**config.mk**
```make
export PLATFORM = sky130hd
export DESIGN_NAME = regfile_multiport
export DESIGN_NICKNAME = d
export VERILOG_FILES = /design/src/rtl/regfile_multiport.sv
export SDC_FILE = /design/constraint.sdc
export NUM_CORES = 1
export LEC_CHECK = 0
export CAP_MARGIN = 10
export CORE_UTILIZATION = 61
export DETAILED_ROUTE_END_ITERATION = 12
export PLACE_DENSITY = 0.8
export SYNTH_ARGS = -nofsm -noshare
export SYNTH_HDL_FRONTEND = slang
export SYNTH_SLANG_ARGS = --single-unit
```
**constraint.sdc**
```tcl
create_clock -name clk -period 3.7 [get_ports clk]
set_input_delay 0.925 -clock clk [delete_from_list [all_inputs] [get_ports clk]]
set_output_delay 0.925 -clock clk [all_outputs]
set_load 0.05 [all_outputs]
```
**src/rtl/regfile_multiport.sv**
```systemverilog
// regfile_multiport
// -----------------------------------------------------------------------------
// Integer register file for the ID stage.
// - Registered reads with 1-cycle latency. Entry 0 always reads as zero, and
//   writes to entry 0 are dropped.
// - The array has no parallel reset. After reset, or after a soft-clear
//   request, an init engine walks the array one entry per cycle:
//   - every entry is cleared, except SP_IDX and GP_IDX;
//   - SP_IDX is loaded with init_sp_i and GP_IDX with init_gp_i;
//   - ready_o is then raised.
//
// Compile-time option:
//   REGFILE_BYPASS_EN  When defined, a read that collides with a same-cycle
//                      write returns the new data (write-first). When
//                      undefined, it returns the stored data (read-first).
//
// Parameters:
//   WIDTH   data width of each entry
//   ADDR_W  address width, depth = 2**ADDR_W
//   NRD     number of read ports (1..4)
//   SP_IDX  entry loaded with init_sp_i during initialisation
//   GP_IDX  entry loaded with init_gp_i during initialisation
//
// Ports:
//   clk        clock, rising edge
//   rstn       synchronous active-low reset
//   clr_i      soft-clear request, honoured in RUN only
//   init_sp_i  stack pointer init value (hold stable during INIT)
//   init_gp_i  global pointer init value (hold stable during INIT)
//   wr_en_i    write enable
//   wr_addr_i  write address
//   wr_data_i  write data
//   rd_en_i    per-port read enable
//   rd_addr_i  packed read addresses, port i at [i*ADDR_W +: ADDR_W]
//   rd_data_o  packed registered read data, port i at [i*WIDTH +: WIDTH]
//   ready_o    high in RUN, low while initialising
// -----------------------------------------------------------------------------
module regfile_multiport #(
    parameter int unsigned WIDTH  = 32,
    parameter int unsigned ADDR_W = 5,
    parameter int unsigned NRD    = 2,
    parameter int unsigned SP_IDX = 2,
    parameter int unsigned GP_IDX = 3
) (
    input  logic                  clk,
    input  logic                  rstn,
    input  logic                  clr_i,
    input  logic [WIDTH-1:0]      init_sp_i,
    input  logic [WIDTH-1:0]      init_gp_i,
    input  logic                  wr_en_i,
    input  logic [ADDR_W-1:0]     wr_addr_i,
    input  logic [WIDTH-1:0]      wr_data_i,
    input  logic [NRD-1:0]        rd_en_i,
    input  logic [NRD*ADDR_W-1:0] rd_addr_i,
    output logic [NRD*WIDTH-1:0]  rd_data_o,
    output logic                  ready_o
);

    localparam int unsigned       Depth   = 2 ** ADDR_W;
    localparam logic [ADDR_W-1:0] PtrLast = {ADDR_W{1'b1}};
    localparam logic [ADDR_W-1:0] SpAddr  = SP_IDX[ADDR_W-1:0];
    localparam logic [ADDR_W-1:0] GpAddr  = GP_IDX[ADDR_W-1:0];

    typedef enum logic {StInit, StRun} state_e;

    state_e            state_q, state_d;
    logic [ADDR_W-1:0] ptr_q, ptr_d;

    // Storage is deliberately not reset; the init engine clears it instead.
    logic [WIDTH-1:0]  rf_q [Depth];

    logic              arr_we;
    logic [ADDR_W-1:0] arr_waddr;
    logic [WIDTH-1:0]  arr_wdata;

    logic              run_active;

    // -------------------------------------------------------------------------
    // FSM: state register
    // -------------------------------------------------------------------------
    always_ff @(posedge clk) begin
        if (!rstn) begin
            state_q <= StInit;
            ptr_q   <= '0;
        end else begin
            state_q <= state_d;
            ptr_q   <= ptr_d;
        end
    end

    // -------------------------------------------------------------------------
    // FSM: next state
    // -------------------------------------------------------------------------
    always_comb begin
        state_d = state_q;
        ptr_d   = ptr_q;
        unique case (state_q)
            StInit: begin
                // The pointer wraps to 0 on the last entry, so RUN starts with ptr = 0.
                ptr_d = ptr_q + ADDR_W'(1);
                if (ptr_q == PtrLast) begin
                    state_d = StRun;
                end
            end
            StRun: begin
                if (clr_i) begin
                    state_d = StInit;
                    ptr_d   = '0;
                end
            end
            default: begin
                state_d = StInit;
                ptr_d   = '0;
            end
        endcase
    end

    // -------------------------------------------------------------------------
    // FSM: outputs
    // -------------------------------------------------------------------------
    always_comb begin
        ready_o    = (state_q == StRun);
        // A clear in RUN takes priority over any read or write in the same cycle.
        run_active = (state_q == StRun) && !clr_i;
    end

    // -------------------------------------------------------------------------
    // Array write port, shared by the init engine and the functional write.
    // -------------------------------------------------------------------------
    always_comb begin
        arr_we    = 1'b0;
        arr_waddr = wr_addr_i;
        arr_wdata = wr_data_i;
        if (state_q == StInit) begin
            arr_we    = 1'b1;
            arr_waddr = ptr_q;
            if (ptr_q == SpAddr) begin
                arr_wdata = init_sp_i;
            end else if (ptr_q == GpAddr) begin
                arr_wdata = init_gp_i;
            end else begin
                arr_wdata = '0;
            end
        end else begin
            arr_we = run_active && wr_en_i && (wr_addr_i != '0);
        end
    end

    always_ff @(posedge clk) begin
        if (rstn && arr_we) begin
            rf_q[arr_waddr] <= arr_wdata;
        end
    end

    // -------------------------------------------------------------------------
    // Read ports: independent registered outputs.
    // -------------------------------------------------------------------------
    for (genvar g = 0; g < NRD; g++) begin : g_rd
        logic [ADDR_W-1:0] addr;
        logic [WIDTH-1:0]  rd_val;
        logic [WIDTH-1:0]  data_q, data_d;

        assign addr = rd_addr_i[g*ADDR_W +: ADDR_W];

        always_comb begin
            if (addr == '0) begin
                rd_val = '0;
`ifdef REGFILE_BYPASS_EN
            // A nonzero addr that matches wr_addr_i implies a nonzero write address.
            end else if (wr_en_i && (wr_addr_i == addr)) begin
                rd_val = wr_data_i;
`endif
            end else begin
                rd_val = rf_q[addr];
            end
        end

        always_comb begin
            data_d = data_q;
            if (!run_active) begin
                data_d = '0;
            end else if (rd_en_i[g]) begin
                data_d = rd_val;
            end
        end

        always_ff @(posedge clk) begin
            if (!rstn) begin
                data_q <= '0;
            end else begin
                data_q <= data_d;
            end
        end

        assign rd_data_o[g*WIDTH +: WIDTH] = data_q;
    end

endmodule
```
==> out/results.tsv <==
metric	value	unit
grt_pass1_vias	32900	
rows	105	
crit_path_top_delay_cell	clkdlybuf4s50_1	
cts_tree	done	
dpl_cell_area	55300	um2
final_area	58900	um2
crit_chain	clkdlybuf4s50_1	
grt_pass1_wl	222000	um
synthToLayoutAreaGrowth	16.5	%
globalplace.congestion	0.921	
fin_tns_setup	0	ns
drt_pass1_iterations	6	
worst_pin_slew	0.923	ns
ant_nets	0	
timing.hold.ws	0.555	ns
path_depth	1	
status	completed	
seq_area_frac_synth	63.6	%
die_w	290	um
irDropWorstVdd	437	uV
h-tree-depth	3	
clock-sinks	1094	
clock_path_buffers	3	
cts_buffers	108	
die_h	290	um
yosysTopAreaCellShare	60.8	%
ff2ff_path_depth	5	
ys_top_cells_by_area	edfxtp_1 61%, mux4_2 14%, mux2i_1 8.6%, dfxtp_1 2.8%, a22oi_1 2.6%	
cp.arrival	2.14	ns
vias	32400	
path_max_fanout	2	
syn_area	50600	um2
wl_per_cell	36.1	um
antenna_found_initial	3	
cts_setup_buffers	0	
crit_family	buffers and inverters	
p_leak	19.8	nW
grt_max_degree	67	
hp-class	flop to flop	
finalNetCount	3226	
maxCapViolations	0	
num_io_pins	182	
rsz0062_at_grt	no	
dieArea	84000	um2
setup_viol	0	
min_path_cells	2	
critPathLaunchType	flop	
syn_area_per_cell	17.8	um2
grt_use_total	36.7	%
initial_core_util	61.6	%
syn_inst	2837	
critical_path_required	2.77	ns
max_stage_delay	0.90	ns
cts_hold_buf	0	
clkTransAtPathRegs	0.06	ns
end_kind	primary output	
fill_cells	4755	
power_density	460	nW/um2
grt_remaining_overflow	0	
drcViolationCount	0	
via_per_inst	7.58	
ctsResizeCount	0	
max_slew_margin	38.5	%
path_buf_inv	1	
dp_hpwl	97800	um
diodes	0	
finalHoldViolations	0	
finClkSkew	0.0297	ns
fin_crit_sh	83.0	%
ys_ff_latch	1094	
synth_fp_nets	2957	
slew_violations	0	
root_buffer	clkbuf_16	
drt_iter0_markers	4901	
core_area	82100	um2
routed_wl	154000	um
insertion_delay	0.69	ns
portBuffers	181	
yosysUniqueCellTypes	51	
post-synth-top-area-cell	edfxtp_1	
drive_gt1_share	27.3	%
period_minus_slack	3.07	ns
path_class	flop to primary output	
fmax	326	MHz
yosys_warnings	0	
## flip-flops by register name (all words and copies together) (netlist names)
signal,flops
rf_q,1024
g_rd.data_q,64
ptr_q,5
ready_o,1
## per-stage QoR
step | setup WS [ns] | total power, mW | instances | util, %
2_1_floorplan | 0.0185 | 15.4 | 2837 | -
3_3_place_gp | 0.327 | 16.1 | 4066 | 67.3
3_5_place_dp | 0.284 | 16.2 | 4066 | 67.3
4_1_cts | 0.624 | 27.1 | 4270 | 71.7
5_1_grt | 0.647 | 27.7 | 4270 | 71.7
6_report | 0.631 | 27.1 | 4270 | 71.7
## cell families after synthesis
logic type	after synthesis	synth area share (%)
compound gates	531	7.91
simple gates	134	1.23
fa+ha+maj	3	0.0742
flops	1094	63.6
buf+inv	241	2.58
mux	834	24.6
## cell usage in the layout (no fill, tap or decap), drive strengths merged, types with 4 or more instances in the layout
cell type,instances
a21oi,29
a221o,27
a22oi,178
a2bb2oi,10
a32oi,64
and3,4
buf,222
bufinv,11
clkbuf,141
clkdlybuf4s50,173
clkinv,50
dfxtp,70
edfxtp,1024
inv,6
mux2,82
mux2i,432
mux4,320
nand2,49
nand2b,5
nand3,4
nor2,43
nor2b,8
nor3,4
o211ai,66
o21ai,72
o221ai,39
o2bb2ai,37
## area by class of cell
class / count / area, um2 / share of cell area, %
clock buffer: 139 / 2940 / 4.99
sequential: 1094 / 32200 / 54.6
timing repair buffer: 397 / 4210 / 7.16
tap: 1070 / 1340 / 2.27
clock inverter: 65 / 662 / 1.12
multi-input combinational: 1502 / 17600 / 29.8
inverter: 3 / 11.3 / 0.0191
## report_power, final
part / internal [mW] / switching, mW
clock network: 6.38 / 4.70
logic: 0.934 / 1.32
registers: 13.7 / 0.0485
## per-layer routing
metal  share of wire, %  GRT usage, %  vias to the layer above  wire length [um]
li1                   -             -                    12700                 -
met1                 33          46.9                    16400             51300
met2                 46          57.1                     2768             71600
met3                 12          7.05                      546             18300
met4                8.4          26.7                        4             12900
met5              0.018             0                        -                27
## synthesized netlist by cell type (all sizes together)
master,instances
nand2b,5
or2,2
and3b,1
o22ai,1
a21boi,1
a32o,1
nand2,49
o221a,1
ha,3
and3,4
nor2b,8
o31ai,1
and2,3
o21ai,72
dfxtp,70
a221o,27
a31oi,1
mux4,320
a21oi,29
edfxtp,1024
nor3b,3
o221ai,39
mux2i,432
o32ai,2
a32oi,64
o2bb2ai,37
nand4b,2
nor3,4
or3,1
or4,2
o211a,1
a22oi,178
nand3b,1
clkbuf,89
nor2,43
mux2,82
nand3,4
nor4b,1
nor4,1
inv,3
a2bb2oi,10
buf,149
o211ai,66
## path summary, 6_finish.rpt
kind	end	slack [ns]	from
setup / recovery	rd_data_o[51]	0.63	g_rd[1].data_q[19]
setup reg to reg	rf_q[9][26]	0.99	ready_o
hold / removal	g_rd[0].data_q[11]	0.56	g_rd[0].data_q[11]
hold reg to reg	g_rd[0].data_q[11]	0.56	g_rd[0].data_q[11]
## worst reg2reg max path: cells and delay by family (launching register included)
kind	cells	cell delay, ns
flip-flops	1	0.42
multiplexers	1	0.45
buffers and inverters	2	0.75
AND/OR/NAND/NOR	2	0.81
Note: power is estimated with default switching activity, not from simulation.
